==> src/rtl/pll_seq_pkg.sv <==
// Shared types and defaults for the PLL lock sequencer: FSM state encoding,
// its width, and the default values of every sequencer parameter.
package pll_seq_pkg;

  localparam int STATE_W    = 3;
  localparam int LOSS_CNT_W = 8;

  typedef enum logic [STATE_W-1:0] {
    RESET_PLL = 3'd0,
    WAIT_LOCK = 3'd1,
    RELEASE   = 3'd2,
    RUN       = 3'd3,
    FAIL      = 3'd4
  } state_t;

  localparam int NUM_DOMAINS_DEF      = 5;
  localparam int RST_HOLD_CYC_DEF     = 16;
  localparam int LOCK_STABLE_CYC_DEF  = 1024;
  localparam int LOCK_TIMEOUT_CYC_DEF = 1000000;
  localparam int STAGGER_CYC_DEF      = 8;
  localparam int MAX_RETRY_DEF        = 3;

  function automatic int max3(input int a, input int b, input int c);
    int m;
    m = (a > b) ? a : b;
    return (m > c) ? m : c;
  endfunction

endpackage

==> src/rtl/pll_lock_sequencer_if.sv <==
// Control/status bundle between the PLL lock sequencer and its system.
// The slave modport is the sequencer side, the master modport the system side.
interface pll_lock_sequencer_if
  import pll_seq_pkg::*;
#(
  parameter int NUM_DOMAINS = NUM_DOMAINS_DEF
);

  // restart is a one-cycle request that is always accepted on the next edge
  // (no back-pressure); ready/fail are level status, valid whenever sampled.
  logic                   restart;
  logic                   pll_locked;
  logic                   pll_rst;
  logic [NUM_DOMAINS-1:0] domain_rst_n;
  logic                   ready;
  logic                   fail;
  logic [STATE_W-1:0]     state;
  logic [LOSS_CNT_W-1:0]  lock_loss_cnt;

  modport master (
    output restart, pll_locked,
    input  pll_rst, domain_rst_n, ready, fail, state, lock_loss_cnt
  );

  modport slave (
    input  restart, pll_locked,
    output pll_rst, domain_rst_n, ready, fail, state, lock_loss_cnt
  );

endinterface

==> src/rtl/sync_2ff.sv <==
// Two-flop synchronizer bringing an asynchronous level into the local clock
// domain; both flops clear on synchronous active-low reset.
module sync_2ff (
  input  logic clk,
  input  logic rst_n,
  input  logic d,
  output logic q
);

  logic meta_q;

  always_ff @(posedge clk) begin
    if (!rst_n) begin
      meta_q <= 1'b0;
      q      <= 1'b0;
    end else begin
      meta_q <= d;
      q      <= meta_q;
    end
  end

endmodule

==> src/rtl/pll_lock_sequencer.sv <==
// PLL reset/lock sequencer: pulses the PLL reset, waits for stable lock with
// timeout and retry, then releases domain resets in a staggered order.
// Optional feature macro: PLL_SEQ_LOSS_CNT_EN builds the lock-loss counter.
module pll_lock_sequencer
  import pll_seq_pkg::*;
#(
  parameter int NUM_DOMAINS      = NUM_DOMAINS_DEF,
  parameter int RST_HOLD_CYC     = RST_HOLD_CYC_DEF,
  parameter int LOCK_STABLE_CYC  = LOCK_STABLE_CYC_DEF,
  parameter int LOCK_TIMEOUT_CYC = LOCK_TIMEOUT_CYC_DEF,
  parameter int STAGGER_CYC      = STAGGER_CYC_DEF,
  parameter int MAX_RETRY        = MAX_RETRY_DEF
) (
  input  logic                 refclk,
  input  logic                 rst_n,
  pll_lock_sequencer_if.slave  bus
);

  // One stage counter is shared by RESET_PLL hold, WAIT_LOCK stability and
  // RELEASE stagger, so it is sized for the largest of the three.
  localparam int STAGE_W = $clog2(max3(RST_HOLD_CYC, LOCK_STABLE_CYC, STAGGER_CYC) + 1);
  localparam int TMO_W   = $clog2(LOCK_TIMEOUT_CYC + 1);
  localparam int RETRY_W = $clog2(MAX_RETRY + 1);

  localparam logic [NUM_DOMAINS-1:0] DOM_FIRST = NUM_DOMAINS'(1);

  state_t                 state_q;
  logic                   pll_rst_q;
  logic                   ready_q;
  logic                   fail_q;
  logic [NUM_DOMAINS-1:0] dom_q;
  logic [STAGE_W-1:0]     stage_cnt;
  logic [TMO_W-1:0]       tmo_cnt;
  logic [RETRY_W-1:0]     retry_cnt;
  logic [RETRY_W-1:0]     retry_inc;
  logic                   lock_s;

  sync_2ff u_sync (
    .clk   (refclk),
    .rst_n (rst_n),
    .d     (bus.pll_locked),
    .q     (lock_s)
  );

  assign retry_inc = retry_cnt + RETRY_W'(1);

  always_ff @(posedge refclk) begin
    if (!rst_n || bus.restart) begin
      state_q   <= RESET_PLL;
      pll_rst_q <= 1'b1;
      dom_q     <= '0;
      ready_q   <= 1'b0;
      fail_q    <= 1'b0;
      stage_cnt <= '0;
      tmo_cnt   <= '0;
      retry_cnt <= '0;
    end else begin
      case (state_q)
        RESET_PLL: begin
          if (stage_cnt == STAGE_W'(RST_HOLD_CYC - 1)) begin
            state_q   <= WAIT_LOCK;
            pll_rst_q <= 1'b0;
            stage_cnt <= '0;
          end else begin
            stage_cnt <= stage_cnt + STAGE_W'(1);
          end
        end

        WAIT_LOCK: begin
          if (lock_s && stage_cnt == STAGE_W'(LOCK_STABLE_CYC - 1)) begin
            state_q   <= RELEASE;
            dom_q     <= DOM_FIRST;
            stage_cnt <= '0;
            tmo_cnt   <= '0;
          end else if (tmo_cnt == TMO_W'(LOCK_TIMEOUT_CYC - 1)) begin
            // Timeout runs regardless of lock glitches; each expiry is one retry.
            retry_cnt <= retry_inc;
            pll_rst_q <= 1'b1;
            stage_cnt <= '0;
            tmo_cnt   <= '0;
            if (retry_inc == RETRY_W'(MAX_RETRY)) begin
              state_q <= FAIL;
              fail_q  <= 1'b1;
            end else begin
              state_q <= RESET_PLL;
            end
          end else begin
            stage_cnt <= lock_s ? stage_cnt + STAGE_W'(1) : '0;
            tmo_cnt   <= tmo_cnt + TMO_W'(1);
          end
        end

        RELEASE: begin
          if (!lock_s) begin
            state_q   <= RESET_PLL;
            pll_rst_q <= 1'b1;
            dom_q     <= '0;
            stage_cnt <= '0;
          end else if (dom_q[NUM_DOMAINS-1]) begin
            state_q   <= RUN;
            ready_q   <= 1'b1;
            retry_cnt <= '0;
          end else if (stage_cnt == STAGE_W'(STAGGER_CYC - 1)) begin
            // Domains come out of reset in index order, so a shift-in suffices.
            dom_q     <= (dom_q << 1) | DOM_FIRST;
            stage_cnt <= '0;
          end else begin
            stage_cnt <= stage_cnt + STAGE_W'(1);
          end
        end

        RUN: begin
          if (!lock_s) begin
            state_q   <= RESET_PLL;
            pll_rst_q <= 1'b1;
            dom_q     <= '0;
            ready_q   <= 1'b0;
            stage_cnt <= '0;
          end
        end

        FAIL: begin
          pll_rst_q <= 1'b1;
          dom_q     <= '0;
          ready_q   <= 1'b0;
          fail_q    <= 1'b1;
        end

        default: begin
          state_q   <= RESET_PLL;
          pll_rst_q <= 1'b1;
          dom_q     <= '0;
          ready_q   <= 1'b0;
          fail_q    <= 1'b0;
          stage_cnt <= '0;
          tmo_cnt   <= '0;
        end
      endcase
    end
  end

`ifdef PLL_SEQ_LOSS_CNT_EN
  logic                  loss_event;
  logic [LOSS_CNT_W-1:0] loss_cnt_q;

  // restart outranks a simultaneous lock loss, so it suppresses the count.
  assign loss_event = !bus.restart && !lock_s &&
                      (state_q == RELEASE || state_q == RUN);

  always_ff @(posedge refclk) begin
    if (!rst_n) begin
      loss_cnt_q <= '0;
    end else if (loss_event && loss_cnt_q != {LOSS_CNT_W{1'b1}}) begin
      loss_cnt_q <= loss_cnt_q + LOSS_CNT_W'(1);
    end
  end

  assign bus.lock_loss_cnt = loss_cnt_q;
`else
  assign bus.lock_loss_cnt = '0;
`endif

  assign bus.pll_rst      = pll_rst_q;
  assign bus.domain_rst_n = dom_q;
  assign bus.ready        = ready_q;
  assign bus.fail         = fail_q;
  assign bus.state        = state_q;

endmodule

==> src/flat_wrapper.sv <==
// flat-port wrapper written by rule: the top's interface ports become plain ports
module pll_lock_sequencer_flat import pll_seq_pkg::*;
#(
  parameter int NUM_DOMAINS      = NUM_DOMAINS_DEF,
  parameter int RST_HOLD_CYC     = RST_HOLD_CYC_DEF,
  parameter int LOCK_STABLE_CYC  = LOCK_STABLE_CYC_DEF,
  parameter int LOCK_TIMEOUT_CYC = LOCK_TIMEOUT_CYC_DEF,
  parameter int STAGGER_CYC      = STAGGER_CYC_DEF,
  parameter int MAX_RETRY        = MAX_RETRY_DEF
)
  (refclk, rst_n, bus_restart, bus_pll_locked, bus_pll_rst, bus_domain_rst_n, bus_ready, bus_fail, bus_state, bus_lock_loss_cnt);
  pll_lock_sequencer_if #(.NUM_DOMAINS(NUM_DOMAINS)) bus_i ();
  input  logic refclk;
  input  logic rst_n;
  input wire logic [$bits(bus_i.restart)-1:0] bus_restart;
  input wire logic [$bits(bus_i.pll_locked)-1:0] bus_pll_locked;
  output wire logic [$bits(bus_i.pll_rst)-1:0] bus_pll_rst;
  output wire logic [$bits(bus_i.domain_rst_n)-1:0] bus_domain_rst_n;
  output wire logic [$bits(bus_i.ready)-1:0] bus_ready;
  output wire logic [$bits(bus_i.fail)-1:0] bus_fail;
  output wire logic [$bits(bus_i.state)-1:0] bus_state;
  output wire logic [$bits(bus_i.lock_loss_cnt)-1:0] bus_lock_loss_cnt;
  assign bus_i.restart = bus_restart;
  assign bus_i.pll_locked = bus_pll_locked;
  assign bus_pll_rst = bus_i.pll_rst;
  assign bus_domain_rst_n = bus_i.domain_rst_n;
  assign bus_ready = bus_i.ready;
  assign bus_fail = bus_i.fail;
  assign bus_state = bus_i.state;
  assign bus_lock_loss_cnt = bus_i.lock_loss_cnt;
  pll_lock_sequencer #(.NUM_DOMAINS(NUM_DOMAINS), .RST_HOLD_CYC(RST_HOLD_CYC), .LOCK_STABLE_CYC(LOCK_STABLE_CYC), .LOCK_TIMEOUT_CYC(LOCK_TIMEOUT_CYC), .STAGGER_CYC(STAGGER_CYC), .MAX_RETRY(MAX_RETRY)) u_core (.refclk(refclk), .rst_n(rst_n), .bus(bus_i));
endmodule
==> config.mk <==
export PLATFORM = sky130hd
export DESIGN_NAME = pll_lock_sequencer_flat
export DESIGN_NICKNAME = d
export VERILOG_FILES = /design/src/rtl/pll_seq_pkg.sv /design/src/rtl/pll_lock_sequencer_if.sv /design/src/rtl/sync_2ff.sv /design/src/rtl/pll_lock_sequencer.sv /design/src/flat_wrapper.sv
export SDC_FILE = /design/constraint.sdc
export NUM_CORES = 1
export LEC_CHECK = 0
export CAP_MARGIN = 20
export CORE_MARGIN = 3
export CORE_UTILIZATION = 56
export CTS_CLUSTER_DIAMETER = 200
export DETAILED_ROUTE_END_ITERATION = 16
export PLACE_DENSITY = 0.76
export SYNTH_ARGS = -nofsm -noshare
export SYNTH_HDL_FRONTEND = slang
export SYNTH_HIERARCHICAL = 1
export SYNTH_SLANG_ARGS = --single-unit
==> constraint.sdc <==
create_clock -name refclk -period 2.16 [get_ports refclk]
set_input_delay 0.54 -clock refclk [delete_from_list [all_inputs] [get_ports refclk]]
set_output_delay 0.54 -clock refclk [all_outputs]
set_load 0.02 [all_outputs]
# Word-level counts from Yosys, hierarchy flattened
# Index checks and enable logic that the tools add are counted.
[word_totals]
reg_bits = 46
input_bits = 4
out_inout_bits = 19
elab_cells = 101
[classes]
addsub = 3
n_eq_ne = 22
mux = 44
n_bitwise = 4
n_reduce_logical = 17
[op_table]
columns = ["op", "count"]
rows = [
  ["11-bit two-way mux", 8],
  ["11-bit case mux with 5 select lines", 1],
  ["20-bit two-way mux", 2],
  ["20-bit case mux with 2 select lines", 1],
  ["5-bit two-way mux", 5],
  ["3-bit two-way mux", 7],
  ["20-bit by 1-bit adder with 20-bit output, second input constant", 1],
  ["20-bit == test, second input constant", 1],
  ["5-bit case mux with 4 select lines", 1],
  ["3-bit case mux with 5 select lines", 1],
  ["5-bit AND reduction", 3],
  ["4-bit AND reduction", 3],
  ["11-bit by 1-bit adder with 11-bit output, second input constant", 1],
  ["11-bit by 10-bit == test with 1-bit output, second input constant", 1],
  ["11-bit by 3-bit == test with 1-bit output, second input constant", 1],
  ["11-bit by 4-bit == test with 1-bit output, second input constant", 1],
  ["1-bit two-way mux", 10],
  ["2-bit by 1-bit != test with 1-bit output, second input constant", 5],
  ["1-bit case mux with 3 select lines", 3],
  ["2-bit two-way mux", 4],
  ["2-bit != test, second input constant", 4],
  ["3-bit by 2-bit == test with 1-bit output, second input constant", 2],
  ["3-bit by 2-bit != test with 1-bit output, second input constant", 2],
  ["3-bit AND reduction", 2],
  ["other kinds (16)", 20],
]

# Depth between registers and ports, before layout
# Gate-level depths: netlist of the first run.
[depth]
ltp_word = 6
mapped_depth = 8
depth_no_buf = 7

# Modules after synthesis
# The synthesis of the first run kept the hierarchy.
[by_module_without_submodules]
columns = ["module", "instances", "cells_each", "area_each_um2", "seq_area_each_um2"]
rows = [
  ["pll_lock_sequencer", 1, 271, 2255.9, 880.8],
  ["sync_2ff", 1, 4, 52.6, 40.0],
]

# Worst setup path before layout of the first run
# No wires, ideal clock.
[synth_path]
path_type = "flip-flop to flip-flop"
start = "register u_core.stage_cnt[0]"
end = "register u_core.stage_cnt[0]"
setup_time_ns = 0.121
arrival_ns = 1.760
required_time_ns = 2.039
setup_slack_ns = 0.279
path_stages_with_launch = 8
path_buffers = 0
period_less_slack_ns = 1.881
path_cell_list = "dfxtp_1 > ha_1 > nand4_4 > nor4_4 > nor3_2 > a21o_4 > and2_4 > mux2_2"
[synth_between]
elab_chain_cells = 5
word_cells_on_any_way = 13
classes_between = "add/sub: 1; eq/ne: 3; mux: 8; reduce/logical: 1"
[synth_rtl]
columns = ["element", "line_no", "text"]
rows = [
  ["from (decl)", "pll_lock_sequencer.sv:32", "logic [STAGE_W-1:0] stage_cnt;"],
  ["from (signal assigned)", "pll_lock_sequencer.sv:65", "stage_cnt <= stage_cnt + STAGE_W'(1);"],
  ["from (signal assigned)", "pll_lock_sequencer.sv:88", "stage_cnt <= lock_s ? stage_cnt + STAGE_W'(1) : '0;"],
  ["from (signal assigned)", "pll_lock_sequencer.sv:108", "stage_cnt <= stage_cnt + STAGE_W'(1);"],
  ["11-bit by 1-bit adder with 11-bit output / 11-bit by 3-bit == test with 1-bit output (equally long branches)", "n/a", ""],
  ["11-bit two-way mux (on tied branches)", "pll_lock_sequencer.sv:103, pll_lock_sequencer.sv:88", ""],
  ["11-bit two-way mux (on tied branches)", "pll_lock_sequencer.sv:99, pll_lock_sequencer.sv:75", ""],
  ["11-bit two-way mux (on tied branches)", "pll_lock_sequencer.sv:94, pll_lock_sequencer.sv:70", ""],
  ["11-bit case mux with 5 select lines (*)", "pll_lock_sequencer.sv:58", "case (state_q)"],
]
# Mark *: on every way between the ends. The rest lies on a longest branch, timed or not. The select of a mux whose other input is x is not followed.
# A chain may end at the register's enable or synchronous reset.

# Worst setup path in the final report of the first run
[layout_path]
start = "register u_core.state_q[1], in the netlist u_core/bus.state[1]"
end = "output bus_state[1]"
[layout_lines]
columns = ["element", "line_no", "text"]
rows = [
  ["from (decl)", "pll_lock_sequencer.sv:27", "state_t state_q;"],
  ["from (signal assigned)", "pll_lock_sequencer.sv:49", "state_q <= RESET_PLL;"],
  ["from (signal assigned)", "pll_lock_sequencer.sv:61", "state_q <= WAIT_LOCK;"],
  ["from (signal assigned)", "pll_lock_sequencer.sv:71", "state_q <= RELEASE;"],
  ["to (decl)", "flat_wrapper.sv:21", "output wire logic [$bits(bus_i.state)-1:0] bus_state;"],
]
# No word-level cell between the ends.

==> results_dict.tcl, run 1 <==
set metrics [dict create \
    instances_no_fill 347 \
    viasPerCell 5.80 \
    finClkSkew_ns 0.00332 \
    crit_slowest_cell "clkdlybuf4s50_1" \
    antenna_found_initial 0 \
    final_common_cell "nor2_1" \
    gp_congestion 0.952 \
    cts_made_buffers 5 \
    finalSetupTns_ns 0 \
    finalCriticalPeriod_ns 2.10 \
    avgSynthCellArea_um2 8.39 \
    clkSlewWorstSetupHoldPaths_ns 0.08 \
    areaGrowthSynthToFinish_pct 15.9 \
    cts_resized 0 \
    async_flop_share 0 \
    root_buffer "clkbuf_8" \
    power_leakage_uw 0.000957 \
    hold_viol 0 \
    synth_edf_count 0 \
    avgRoutedWirePerCell_um 14.3 \
    max_stage_delay_ns 0.70 \
    ys_ff_latch 46 \
    crit_path_end_kind "output port" \
    fp-row-count 22 \
    ir_drop_uv 538 \
    critPathArrivalTime_ns 1.56 \
    final_nets 305 \
    clk_latency_ns 0.30 \
    core_area_mm2 0.00383 \
    post_cts_buffers 0 \
    yosysWarnings 6 \
    syn_inst 275 \
    dieWidth_um 70.2 \
    grt_usage 0.204 \
    grt_pass1_vias 1803 \
    cts.path.max_buffers 2 \
    via_count 2014 \
    slew_violations 0 \
    dieArea_mm2 0.00493 \
    fp.dieH_um 70.2 \
    ant_nets 0 \
    htree_levels 2 \
    start_util 0.603 \
    fin_ws_ns 0.0576 \
    synthesis.area_mm2 0.00231 \
    dr.pass1.iters 5 \
    drc 0 \
    antennaDiodeCount 0 \
    placed_cells 339 \
    hpwl_mm 3.55 \
    port_buffers 14 \
    drt_iter0_markers 164 \
    powerDensity_mw_per_mm2 633 \
    yosysSeqAreaShare 0.399 \
    start_kind "flop" \
    grt_max_degree 21 \
    final_cell_area_mm2 0.00268 \
    cts_hold_buf 0 \
    clock_sinks 46 \
    setup_viol 0 \
    layout-drive-gt1-share 0.0970 \
    status "complete, no violations" \
    rsz0062_at_grt "no" \
    power_uw 1690 \
    synth_cell_type_count 48 \
    place_ws_ns 0.151 \
    dpl_cell_area_mm2 0.00253 \
    min_period_over_period 0.973 \
    crit_type "reg -> out" \
    finalWirelength_mm 4.96 \
    cts_tree "yes" \
    cp_cell_sequence "clkdlybuf4s50_1" \
    maxCapViolCount 0 \
    ioPinCount 23 \
    critPathBufInv 1 \
    critical_path.max_fanout 11 \
    timing.fmax_mhz 476 \
    synth_ff_type "dfxtp_1" \
    grt_pass1_wl_mm 8.29 \
    critPathTopFamily "buffers and inverters" \
    grt_overflow 0 \
    hold_class "reg -> reg" \
    final_cell_mix "nor2_1, dfxtp_1, nand2_1" \
    required_ns 1.62 \
]
## final timing paths
kind,startpoint,to,slack (ns),cells past startpoint
max reg2reg,u_core/stage_cnt[1],u_core/bus.pll_rst,0.11,6
min,u_core/u_sync/meta_q,u_core/u_sync/q,0.45,1
max,u_core/bus.state[1],bus_state[1],0.06,1
min reg2reg,u_core/u_sync/meta_q,u_core/u_sync/q,0.45,1
## state kept, by name, indices dropped and copies added (netlist names)
signal,flops
u_core/bus.pll_rst,1
u_core/bus.state,3
u_core/stage_cnt,11
u_core/u_sync/meta_q,1
u_core/bus.domain_rst_n,5
u_core/retry_cnt,2
u_core/u_sync/q,1
u_core/tmo_cnt,20
u_core/bus.fail,1
u_core/bus.ready,1
## report_power, final
group	total [µW]	switching, µW	leakage [µW]	internal, µW
Clock	782	288	0.0000714	493
Combinational	58.3	36.7	0.000514	21.6
Sequential	855	4.11	0.000372	851
Total	1690	329	0.000957	1370
## metal layers
metal	wire length (µm)	GRT usage
met1	2250	0.269
met2	2410	0.329
met3	246	0.0489
met4	48	0.0660
met5	0	0
## kinds of logic after synthesis
| logic type | Yosys count | share of synthesized area |
|---|---|---|
| buf+inv | 21 | 0.0504 |
| compound gates | 43 | 0.125 |
| xor+xnor | 24 | 0.0911 |
| flops | 46 | 0.399 |
| other cells | 1 | 0.00162 |
| simple gates | 133 | 0.298 |
| fa+ha+maj | 3 | 0.0163 |
| mux | 4 | 0.0184 |
## synth_stat cells (3+ instances only)
cell | n | area (µm²)
a31oi_1 | 5 | 31.3
nor2_1 | 47 | 176
nor4_1 | 6 | 37.5
and3_1 | 6 | 37.5
nor3_1 | 4 | 20.0
inv_1 | 5 | 18.8
xnor2_1 | 10 | 87.6
nand3_1 | 14 | 70.1
nand4_1 | 10 | 62.6
nor2b_1 | 3 | 18.8
ha_1 | 3 | 37.5
a32o_1 | 3 | 30.0
buf_2 | 5 | 25.0
o21ai_0 | 10 | 50.1
buf_4 | 8 | 60.1
dfxtp_1 | 46 | 921
nand2b_1 | 4 | 25.0
and2_1 | 5 | 31.3
xor2_1 | 14 | 123
a21oi_1 | 11 | 55.1
nand2_1 | 23 | 86.3
## stage by stage
step           hold slack (ns)  utilization
6_report                 0.454        0.699
3_5_place_dp             0.424        0.662
5_1_grt                  0.465        0.699
2_1_floorplan            0.406            -
3_3_place_gp             0.415        0.662
4_1_cts                  0.456        0.699
## final cells by class
| type | instances | area, µm² |
|---|---|---|
| clock buffers | 6 | 82.6 |
| repair buffers | 25 | 235 |
| well taps | 48 | 60.1 |
| fillers | 308 | 1150 |
| multi-input cells | 215 | 1300 |
| flip-flops and latches | 46 | 922 |
| inverters | 5 | 18.8 |
| clock inverters | 2 | 60.1 |
Note: power is estimated with default switching activity, not from simulation.
==> run 2: changes to the inputs <==
- CAP_MARGIN: 20 -> default
==> results of run 2 <==
The final DEF is identical to that of run 1; final timing and power are the same.
